**config.mk**
```make
export PLATFORM = sky130hd
export DESIGN_NAME = huff_decoder_flat
export DESIGN_NICKNAME = d
export VERILOG_FILES = /design/src/rtl/huff_decoder_if.sv /design/src/rtl/huff_decoder.sv /design/src/flat_wrapper.sv
export SDC_FILE = /design/constraint.sdc
export NUM_CORES = 1
export LEC_CHECK = 0
export BUFFER_PORTS_ARGS = -buffer_cell sky130_fd_sc_hd__clkbuf_2
export CAP_MARGIN = 20
export CORE_ASPECT_RATIO = 1.2
export CORE_MARGIN = 5
export CORE_UTILIZATION = 40
export DETAILED_ROUTE_END_ITERATION = 10
export PLACE_DENSITY = 0.6
export SLEW_MARGIN = 40
export SYNTH_ARGS = -nofsm -noshare
export SYNTH_HDL_FRONTEND = slang
export SYNTH_SLANG_ARGS = --single-unit
```
**constraint.sdc**
```tcl
create_clock -name clk -period 3.7 [get_ports clk]
set_input_delay 0 -clock clk [delete_from_list [all_inputs] [get_ports clk]]
set_output_delay 0 -clock clk [all_outputs]
set_load 0.02 [all_outputs]
```
**src/rtl/huff_decoder_if.sv**
```systemverilog
// Word-stream bus between the bitstream source and the Huffman decoder.
interface huff_decoder_if;
  logic       in_valid;
  logic [1:0] in_type;
  logic [7:0] in_data;
  logic       in_ready;
  logic       out_valid;
  logic [7:0] out_char;
  logic       table_loaded;
  logic       done;
  logic       error;

  modport master (
    output in_valid, in_type, in_data,
    input  in_ready, out_valid, out_char, table_loaded, done, error
  );

  modport slave (
    input  in_valid, in_type, in_data,
    output in_ready, out_valid, out_char, table_loaded, done, error
  );
endinterface

```
**src/rtl/huff_decoder.sv**
```systemverilog
// Huffman decoder: loads a char/mask/value code table, then turns a serial
// bitstream into one decoded character per completed codeword.
module huff_decoder #(
  parameter int unsigned MAX_CHAR_COUNT = 3,
  parameter int unsigned CODE_W         = 4
) (
  input logic           clk,
  input logic           reset,
  huff_decoder_if.slave bus
);
  localparam int unsigned LEN_W = $clog2(CODE_W + 1);
  localparam int unsigned CNT_W = $clog2(MAX_CHAR_COUNT + 1);

  localparam logic [1:0] T_CHAR = 2'b00;
  localparam logic [1:0] T_CODE = 2'b01;
  localparam logic [1:0] T_BIT  = 2'b10;
  localparam logic [1:0] T_EOS  = 2'b11;

  typedef enum logic [2:0] {IDLE, LOAD_CODE, LOAD_CHAR, DECODE, ERROR} state_t;

  typedef struct packed {
    logic [7:0]        ch;
    logic [CODE_W-1:0] mask;
    logic [CODE_W-1:0] value;
  } entry_t;

  state_t            state_q, state_d;
  entry_t            tbl_q [MAX_CHAR_COUNT];
  entry_t            tbl_d [MAX_CHAR_COUNT];
  logic [CNT_W-1:0]  cnt_q, cnt_d;
  logic [CODE_W-1:0] acc_q, acc_d, nacc;
  logic [LEN_W-1:0]  len_q, len_d, nlen;
  logic              loaded_q, loaded_d;
  logic              out_valid_q, out_valid_d;
  logic              done_q, done_d;
  logic              error_q, error_d;
  logic [7:0]        out_char_q, out_char_d;
  logic              accept, hit, mask_ok;
  logic [7:0]        hit_char;
  logic [CODE_W-1:0] code_mask;

  function automatic logic [LEN_W-1:0] popcount(input logic [CODE_W-1:0] m);
    logic [LEN_W-1:0] c;
    c = '0;
    for (int unsigned i = 0; i < CODE_W; i++) c = c + LEN_W'(m[i]);
    return c;
  endfunction

  assign bus.in_ready     = (state_q != ERROR);
  assign bus.out_valid    = out_valid_q;
  assign bus.out_char     = out_char_q;
  assign bus.table_loaded = loaded_q;
  assign bus.done         = done_q;
  assign bus.error        = error_q;

  assign accept = bus.in_valid && bus.in_ready;

  // Next-state, table update and output pulses.
  always_comb begin
    state_d     = state_q;
    tbl_d       = tbl_q;
    cnt_d       = cnt_q;
    acc_d       = acc_q;
    len_d       = len_q;
    loaded_d    = loaded_q;
    out_valid_d = 1'b0;
    done_d      = 1'b0;
    out_char_d  = out_char_q;

    nacc      = {acc_q[CODE_W-2:0], bus.in_data[0]};
    nlen      = len_q + LEN_W'(1);
    code_mask = bus.in_data[2*CODE_W-1:CODE_W];
    // Length comes from popcount, so the mask must be a nonzero run of ones from the LSB.
    mask_ok   = (code_mask != '0) && ((code_mask & (code_mask + CODE_W'(1))) == '0);

    // Lowest-indexed matching entry wins.
    hit      = 1'b0;
    hit_char = '0;
    for (int unsigned k = 0; k < MAX_CHAR_COUNT; k++) begin
      if (!hit && nlen == popcount(tbl_q[k].mask) &&
          (nacc & tbl_q[k].mask) == tbl_q[k].value) begin
        hit      = 1'b1;
        hit_char = tbl_q[k].ch;
      end
    end

    if (accept) begin
      case (state_q)
        IDLE: begin
          if (bus.in_type == T_CHAR) begin
            tbl_d[0].ch = bus.in_data;
            cnt_d       = '0;
            state_d     = LOAD_CODE;
          end else begin
            state_d = ERROR;
          end
        end
        LOAD_CODE: begin
          if (bus.in_type == T_CODE && mask_ok) begin
            tbl_d[cnt_q].mask  = code_mask;
            tbl_d[cnt_q].value = bus.in_data[CODE_W-1:0];
            cnt_d              = cnt_q + CNT_W'(1);
            if (cnt_q + CNT_W'(1) == CNT_W'(MAX_CHAR_COUNT)) begin
              state_d  = DECODE;
              loaded_d = 1'b1;
            end else begin
              state_d = LOAD_CHAR;
            end
          end else begin
            state_d = ERROR;
          end
        end
        LOAD_CHAR: begin
          if (bus.in_type == T_CHAR) begin
            tbl_d[cnt_q].ch = bus.in_data;
            state_d         = LOAD_CODE;
          end else begin
            state_d = ERROR;
          end
        end
        DECODE: begin
          case (bus.in_type)
            T_BIT: begin
              if (hit) begin
                out_valid_d = 1'b1;
                out_char_d  = hit_char;
                acc_d       = '0;
                len_d       = '0;
              end else if (nlen == LEN_W'(CODE_W)) begin
                state_d = ERROR;
              end else begin
                acc_d = nacc;
                len_d = nlen;
              end
            end
            T_EOS: begin
              if (len_q == '0) done_d = 1'b1;
              else             state_d = ERROR;
            end
            T_CHAR: begin
              tbl_d       = '{default: '0};
              tbl_d[0].ch = bus.in_data;
              cnt_d       = '0;
              acc_d       = '0;
              len_d       = '0;
              loaded_d    = 1'b0;
              state_d     = LOAD_CODE;
            end
            default: state_d = ERROR;
          endcase
        end
        default: ;
      endcase
    end

    error_d = (state_d == ERROR);
  end

  always_ff @(posedge clk) begin
    if (reset) begin
      state_q     <= IDLE;
      tbl_q       <= '{default: '0};
      cnt_q       <= '0;
      acc_q       <= '0;
      len_q       <= '0;
      loaded_q    <= 1'b0;
      out_valid_q <= 1'b0;
      done_q      <= 1'b0;
      error_q     <= 1'b0;
      out_char_q  <= '0;
    end else begin
      state_q     <= state_d;
      tbl_q       <= tbl_d;
      cnt_q       <= cnt_d;
      acc_q       <= acc_d;
      len_q       <= len_d;
      loaded_q    <= loaded_d;
      out_valid_q <= out_valid_d;
      done_q      <= done_d;
      error_q     <= error_d;
      out_char_q  <= out_char_d;
    end
  end
endmodule

```
**src/flat_wrapper.sv**
```systemverilog
// flat-port wrapper written by rule: the top's interface ports become plain ports
module huff_decoder_flat 
#(
  parameter int unsigned MAX_CHAR_COUNT = 3,
  parameter int unsigned CODE_W         = 4
)
  (clk, reset, bus_in_valid, bus_in_type, bus_in_data, bus_in_ready, bus_out_valid, bus_out_char, bus_table_loaded, bus_done, bus_error);
  huff_decoder_if bus_i ();
  input logic clk;
  input logic reset;
  input wire logic [$bits(bus_i.in_valid)-1:0] bus_in_valid;
  input wire logic [$bits(bus_i.in_type)-1:0] bus_in_type;
  input wire logic [$bits(bus_i.in_data)-1:0] bus_in_data;
  output wire logic [$bits(bus_i.in_ready)-1:0] bus_in_ready;
  output wire logic [$bits(bus_i.out_valid)-1:0] bus_out_valid;
  output wire logic [$bits(bus_i.out_char)-1:0] bus_out_char;
  output wire logic [$bits(bus_i.table_loaded)-1:0] bus_table_loaded;
  output wire logic [$bits(bus_i.done)-1:0] bus_done;
  output wire logic [$bits(bus_i.error)-1:0] bus_error;
  assign bus_i.in_valid = bus_in_valid;
  assign bus_i.in_type = bus_in_type;
  assign bus_i.in_data = bus_in_data;
  assign bus_in_ready = bus_i.in_ready;
  assign bus_out_valid = bus_i.out_valid;
  assign bus_out_char = bus_i.out_char;
  assign bus_table_loaded = bus_i.table_loaded;
  assign bus_done = bus_i.done;
  assign bus_error = bus_i.error;
  huff_decoder #(.MAX_CHAR_COUNT(MAX_CHAR_COUNT), .CODE_W(CODE_W)) u_core (.clk(clk), .reset(reset), .bus(bus_i));
endmodule
```
---- Word level (Yosys, flattened, before mapping) ----
Index checks and enable logic that the tools add are counted.
word-level totals
  memories ................................ 0
  bits in registers ....................... 71
  word-level logic and storage cells ...... 140
  input port bits ......................... 13
  output and inout port bits .............. 13
  bits in latches ......................... 0
  ROM bits ................................ 0
  RAM bits ................................ 0
cells by class
  div/mod/pow operators ................... 0
  equal/unequal tests ..................... 23
  add/sub/neg operators ................... 12
  order comparisons ....................... 2
  reductions and logical operators ........ 31
  multiplexer cells ....................... 45
  shift-type cells ........................ 0
  bitwise operators ....................... 9
  $mul .................................... 0
operators by type and width
  cell                                                    count
  bitwise mux 48 bit                                      3
  2-to-1 mux 48 bit                                       3
  case mux 40 bit (3 select lines)                        1
  demux 16 bit (select 2 bit)                             3
  2-to-1 mux 8 bit                                        5
  case mux 8 bit (4 select lines)                         1
  2-to-1 mux 3 bit                                        10
  adder 3 x 1 -> 3 bit                                    6
  case mux 3 bit (3 select lines)                         2
  AND 4 bit                                               4
  2-to-1 mux 16 bit                                       1
  == test 4 bit                                           3
  inequality test 2 x 1 -> 1 bit (second input constant)  6
  case mux 3 bit (2 select lines)                         2
  AND reduction 4 bit                                     3
  AND reduction 5 bit                                     2
  == test 3 bit                                           3
  logical AND 1 bit                                       9
  2-to-1 mux 1 bit                                        9
  nonzero test 4 bit                                      2
  OR reduction 4 bit                                      2
  adder 1 x 1 -> 2 bit                                    3
  == test 2 bit (second input constant)                   3
  == test 3 x 2 -> 1 bit (second input constant)          2
  other kinds (24)                                        34

---- Longest topological paths before layout ----
Gate-level depths: netlist of run 1.
  depth in word-level cells ............... 19
  depth in mapped cells ................... 13

---- Worst setup path before layout of run 1 ----
OpenSTA, ideal clock, no wires.
  path type ............................... register -> register
  start ................................... reg (tool-made name)
  end ..................................... reg u_core.out_char_q[3] (netlist: u_core.bus.out_char[3])
  library setup time ...................... 84 ps
  buffers on the path ..................... 2
  arrival ................................. 2646 ps
  path slack .............................. 970 ps
  stages on the path, launching flop included .. 14
  required time ........................... 3616 ps
  period minus slack after synthesis ...... 2730 ps
  cell sequence ........................... dfxtp_1 ha_1 inv_1 fa_1 inv_1 ha_1 xor2_1 nor3_2 and3_1 buf_2 nor3_2 or3_1 buf_6 o31ai_2
RTL lines
  item                  line                 source
  end signal, assigned  huff_decoder.sv:181  out_char_q <= out_char_d;
  end, declared         huff_decoder.sv:37   logic [7:0] out_char_q, out_char_d;

==> impl_metrics.yaml, run 1 <==
floorplanning:
  rows: 37
  die_span_y_um: 113
  core_area_mm2: 0.00866
  ios: 26
  floorplan.initialDensity: 0.412
  die_width_um: 96.2
  design.die.area_mm2: 0.0109
sta:
  achievable-frequency_mhz: 324
  post-route-worst-setup-slack_ns: 0.610
  finalHoldViolations: 0
  min_period_over_period: 0.835
  grt_setup_unrepaired: "no"
  slew_headroom: 0.498
  period_needed_ns: 3.09
  final-max-slew-violation-count: 0
  timing_worst_slew_pin_value_ns: 0.753
  setup_total_negative_slack_ns: 0
  worst_clock_skew_ns: 0.0129
  setup-violations-final: 0
logic_synthesis:
  syn_avg_cell_area_um2: 8.96
  synth.top_cell.area_share: 0.399
  synth-seq-cells: 71
  yosys_warnings: 0
  synth_sequential_area_ratio: 0.399
  syn_area_mm2: 0.00357
  synth_cell_type_count: 56
  yosys.cell_count.top_type: "sky130_fd_sc_hd__dfxtp_1"
  synth_enable_flop_cells: 0
  mappedNetlistNets: 427
  most_frequent_cells_after_synthesis: "sky130_fd_sc_hd__dfxtp_1 (71), sky130_fd_sc_hd__nor2_1 (48), sky130_fd_sc_hd__nand2_1 (35)"
  yosys-top-cells-area: "sky130_fd_sc_hd__dfxtp_1 (40%), sky130_fd_sc_hd__nor2_1 (5.1%), sky130_fd_sc_hd__a22o_1 (4.9%), sky130_fd_sc_hd__ha_1 (4.6%), sky130_fd_sc_hd__a21oi_1 (3.8%)"
  ys.flop_type: "sky130_fd_sc_hd__dfxtp_1"
  synthArstFlopShare: 0
  cell_count_after_synthesis: 398
  synthDominantAreaCellType: "sky130_fd_sc_hd__dfxtp_1"
place:
  place_worst_setup_slack_ns: 0.597
  placed_cells: 521
  numPortBuffers: 25
  dp_hpwl_um: 6500
  routabilityCongestion: 0.847
worst_setup_path:
  crit_fanout: 9
  timing.critical_path.required_ns: 3.96
  timing_worst_setup_path_type: "reg -> reg"
  reg2reg_slack_ns: 0.61
  rr_endpoint: "u_core.bus.out_char[3]"
  setup.worst_path.start_class: "register"
  reg2reg_depth: 11
  end_kind: "register"
  critical_path_arrival_ns: 3.35
final_layout:
  antennaDiodeCount: 0
  fill_cells: 854
  layout-drive-gt1-share: 0.149
  instances_no_fill: 539
  syn_to_final_growth_pct: 11.5
  numnets_final: 446
  post_route_core_utilization: 0.459
route:
  vias_per_cell: 5.47
  finalWirelength_um: 9260
  route.detailed.drc: 0
  avgRoutedWirePerCell_um: 17.2
  pre_repair_dr_iteration_count: 5
  drtAntennaViolNets: 0
  drt_first_iter_violations: 237
  via_count: 2951
grt:
  gr-total-overflow: 0
  grt_antenna_before_repair: 0
  grt_first_pass_wirelength_um: 15100
  grt_pass1_vias: 2931
  largest_net_degree_at_the_start_of_global_routing: 47
  overall_global_routing_usage: 0.180
power_and_ir_drop:
  share_clk_of_total_power: 0.421
  cellInternalPower_mw: 1.11
  net_switching_component_of_the_power_uw: 379
  pwr_density_cell_mw_per_mm2: 374
  fin_total_pwr_mw: 1.49
  power.share.combinational: 0.056
  netSwitchingFraction: 0.255
  ir_worst_vdd_v: 0.000235
  sequentialPowerShare: 0.523
  power.leakage_nw: 1.55
run:
  drv.max_cap_violation_count: 0
cts:
  h_tree_levels: 3
  num_cts_buffers: 9
  max-clock-path-buffers: 2
  cts_sinks: 71
  cts.reportedPaths.clkPinSlew_ns: 0.08
  clock_latency_on_the_worst_skew_pair_ns: 0.35
  tritoncts: "done"
  postcts_resize_cnt: 0
  cts_root_buf: "sky130_fd_sc_hd__clkbuf_8"
worst_hold_path:
  holdCritPathClass: "in -> reg"
  min_path_cells: 3
  hold_path.startpoint: "bus_in_data[1]"
status:
  status: "finished clean"
-- per-layer routing --
| layer | track usage | wire, um | vias to the layer above |
|---|---|---|---|
| li1 | - | - | 1454 |
| met1 | 0.237 | 4120 | 1410 |
| met2 | 0.293 | 4480 | 71 |
| met3 | 0.0257 | 491 | 16 |
| met4 | 0.0740 | 173 | 0 |
| met5 | 0 | 0 | - |
-- cell type report --
class	count	area, um2	share of cell area
Inverter	20	75.1	0.0189
Tap cell	117	146	0.0368
Timing Repair Buffer	31	175	0.0441
Multi-Input combinational cell	284	1960	0.493
Sequential cell	71	1420	0.358
Clock buffer	9	124	0.0312
Clock inverter	7	72.6	0.0183
-- critical path: stages, from the launching register on --
cell                      delay [ns]
sky130_fd_sc_hd__dfxtp_1        0.34
sky130_fd_sc_hd__ha_1           0.28
sky130_fd_sc_hd__inv_1          0.04
sky130_fd_sc_hd__fa_1           0.34
sky130_fd_sc_hd__inv_1          0.07
sky130_fd_sc_hd__ha_1           0.23
sky130_fd_sc_hd__xor2_1         0.17
sky130_fd_sc_hd__nor3_2         0.21
sky130_fd_sc_hd__and3_1         0.35
sky130_fd_sc_hd__nor3_2         0.10
sky130_fd_sc_hd__or3_1          0.57
sky130_fd_sc_hd__o31ai_2        0.30
-- what timing repair did --
item	4_1_cts	5_1_grt
buffers inserted	0	0
hold buffers	2	0
hold endpoints to repair	6	0
-- per-stage QoR --
stage | instance area (um2) | hold slack (ns)
3_5_place_dp | 3760 | 0.306
6_report | 3980 | 0.0171
5_1_grt | 3980 | 0.00881
4_1_cts | 3980 | 0.00235
3_3_place_gp | 3750 | 0.296
2_1_floorplan | 3570 | 0.126
-- worst max-delay path by stage --
stage	endpoint	cells past startpoint	start
2_1_floorplan	u_core.bus.out_char[3]	13	register
3_3_place_gp	u_core.bus.out_char[3]	11	register
3_5_place_dp	u_core.bus.out_char[1]	11	register
4_1_cts	u_core.bus.out_char[3]	11	register
5_1_grt	u_core.bus.out_char[1]	11	register
6_report	u_core.bus.out_char[3]	11	register
-- power groups by stage --
stage                     logic, mW  registers [mW]  clock network, mW
after floorplan              0.0513           0.791                  0
after global placement       0.0810           0.795                  0
after detailed placement     0.0810           0.796                  0
after CTS                    0.0827           0.778              0.641
after global routing         0.0904           0.779              0.676
final                        0.0829           0.778              0.627
-- cells by family after synthesis --
group	count (synthesis)	share of synthesized area
adders and majority gates	16	0.0625
muxes	10	0.0288
and+or+nand+nor	140	0.202
xor gates and xnor gates	14	0.0344
AOI/OAI and AO/OA	104	0.221
DFF	71	0.399
buffers and inverters	43	0.0530
-- layout by cell type (no fill, tap or decap), drive strengths merged, types with 2 or more instances in the layout --
| cell | n |
|---|---|
| or3 | 2 |
| fa | 3 |
| clkinv | 3 |
| o31ai | 10 |
| nor2b | 7 |
| and3 | 13 |
| clkbuf | 34 |
| mux2i | 8 |
| nand2 | 35 |
| o22ai | 2 |
| nand2b | 2 |
| a221oi | 6 |
| a22o | 20 |
| a211oi | 5 |
| nand4 | 2 |
| nor3b | 2 |
| ha | 13 |
| dlygate4sd3 | 2 |
| a31o | 2 |
| inv | 21 |
| o21ai | 3 |
| mux2 | 2 |
| and2 | 2 |
| a21o | 5 |
| buf | 4 |
| dfxtp | 71 |
| nor2 | 48 |
| clkinvlp | 2 |
| xor2 | 5 |
| nor4 | 3 |
| nand3 | 14 |
| nor3 | 3 |
| xnor2 | 9 |
| a22oi | 16 |
| a21oi | 27 |
Power figures use the tool's default switching activity.
==> run 2, diff against run 1 <==
- clock period: 3.7 -> 3 ns (I/O delays scaled with it)
==> impl_metrics.yaml, run 2 (same netlist as run 1, synthesis figures left out) <==
sta:
  setup_total_negative_slack_ns: 0
  final-max-slew-violation-count: 0
  slew_headroom: 0.490
  worst_clock_skew_ns: 0.00733
  finalHoldViolations: 0
  grt_setup_unrepaired: "yes"
  min_period_over_period: 0.956
  timing_worst_slew_pin_value_ns: 0.765
  achievable-frequency_mhz: 349
  period_needed_ns: 2.87
  setup-violations-final: 0
  holdWs_ns: 0.0349
power_and_ir_drop:
  power.leakage_nw: 1.61
  pwr_density_cell_mw_per_mm2: 427
  ir_worst_vdd_v: 0.000337
floorplanning:
  die_width_um: 96.2
  ios: 26
  floorplan.initialDensity: 0.412
  die_span_y_um: 113
  core_area_mm2: 0.00866
  rows: 37
  design.die.area_mm2: 0.0109
route:
  pre_repair_dr_iteration_count: 5
  avgRoutedWirePerCell_um: 16.8
  route.detailed.drc: 0
  via_count: 3007
  finalWirelength_um: 9250
  vias_per_cell: 5.47
  drtAntennaViolNets: 0
  drt_first_iter_violations: 245
final_layout:
  layout-drive-gt1-share: 0.169
  syn_to_final_growth_pct: 13.5
  instances_no_fill: 550
  layout.cells.most_common_list: "sky130_fd_sc_hd__dfxtp_1 (71), sky130_fd_sc_hd__nor2_1 (48), sky130_fd_sc_hd__nand2_1 (35), sky130_fd_sc_hd__a21oi_1 (27), sky130_fd_sc_hd__clkbuf_2 (25)"
  antennaDiodeCount: 0
  mostFrequentLayoutCell: "sky130_fd_sc_hd__dfxtp_1"
  post_route_core_utilization: 0.468
  numnets_final: 458
worst_setup_path:
  end_kind: "register"
  crit_fanout: 6
  setup.worst_path.start_class: "register"
  critical_path_arrival_ns: 3.10
  timing_worst_setup_path_type: "reg -> reg"
  timing.critical_path.required_ns: 3.23
  reg2reg_slack_ns: 0.13
grt:
  gr-total-overflow: 0
  grt_first_pass_wirelength_um: 14800
  largest_net_degree_at_the_start_of_global_routing: 26
  grt_pass1_vias: 2859
  grt_antenna_before_repair: 0
  overall_global_routing_usage: 0.178
place:
  numPortBuffers: 25
  routabilityCongestion: 0.815
  placed_cells: 531
  dp_hpwl_um: 6620
status:
  status: "finished clean"
run:
  drv.max_cap_violation_count: 0
cts:
  cts_sinks: 71
  clock_latency_on_the_worst_skew_pair_ns: 0.34
  max-clock-path-buffers: 2
  tritoncts: "done"
  h_tree_levels: 3
  cts_root_buf: "sky130_fd_sc_hd__clkbuf_8"
  cts.reportedPaths.clkPinSlew_ns: 0.08
  num_cts_buffers: 9
worst_hold_path:
  holdCritPathClass: "in -> reg"
-- run 2: area by class of cell --
type | count | area, um2
clock inverter | 4 | 22.5
sequential | 71 | 1420
tap | 117 | 146
timing repair buffer | 43 | 268
inverter | 20 | 75.1
clock buffer | 11 | 141
multi-input combinational | 284 | 1970
fill | 859 | 4610
-- run 2: final timing paths --
| check | start | to | depth (start not counted) |
|---|---|---|---|
| setup reg to reg | register | u_core.len_q[0] | 13 |
| setup / recovery | register | u_core.len_q[0] | 13 |
| hold reg to reg | u_core.bus.out_char[1] | u_core.bus.out_char[1] | 2 |
| hold / removal | bus_in_data[3] | register | 3 |
-- run 2: where the power goes --
group          internal, mW  total [mW]  switching (mW)  leakage, nW
clock                 0.314       0.664           0.350       0.0850
combinational        0.0358       0.109          0.0729        0.949
sequential            0.949       0.956         0.00739        0.573
-- run 2: timing repair --
item / in CTS / in global routing
endpoints found under the hold margin: 6 / 1
endpoints found under the setup margin: 0 / 8
hold buffers: 2 / 1
gates resized for setup: 0 / 2
buffers inserted: 0 / 1
-- run 2: worst max-delay path, cell delays in order (launching register included) --
cell	delay, ns
sky130_fd_sc_hd__dfxtp_1	0.34
sky130_fd_sc_hd__ha_1	0.28
sky130_fd_sc_hd__inv_1	0.04
sky130_fd_sc_hd__fa_1	0.35
sky130_fd_sc_hd__inv_1	0.07
sky130_fd_sc_hd__ha_1	0.23
sky130_fd_sc_hd__xnor2_1	0.15
sky130_fd_sc_hd__nand3_1	0.14
sky130_fd_sc_hd__nor4_4	0.31
sky130_fd_sc_hd__nor3_2	0.11
sky130_fd_sc_hd__buf_4	0.16
sky130_fd_sc_hd__nor4b_2	0.15
sky130_fd_sc_hd__buf_4	0.16
sky130_fd_sc_hd__mux2_1	0.27
-- run 2: routing by layer --
metal  global-route usage  routed length [um]  up-vias
li1                     -                   -     1480
met1                0.240                4200     1425
met2                0.279                4340       81
met3               0.0264                 441       21
met4               0.0797                 269        0
met5                    0                   0        -
-- run 2: stage by stage --
| step | cell area, um2 | setup slack [ns] | power, mW |
|---|---|---|---|
| CTS | 4010 | 0.0158 | 1.74 |
| global placement | 3830 | 0.0890 | 1.08 |
| floorplan | 3570 | 0.270 | 1.04 |
| finish | 4050 | 0.133 | 1.73 |
| detailed placement | 3830 | 0.0375 | 1.08 |
| global route | 4050 | -0.0143 | 1.80 |
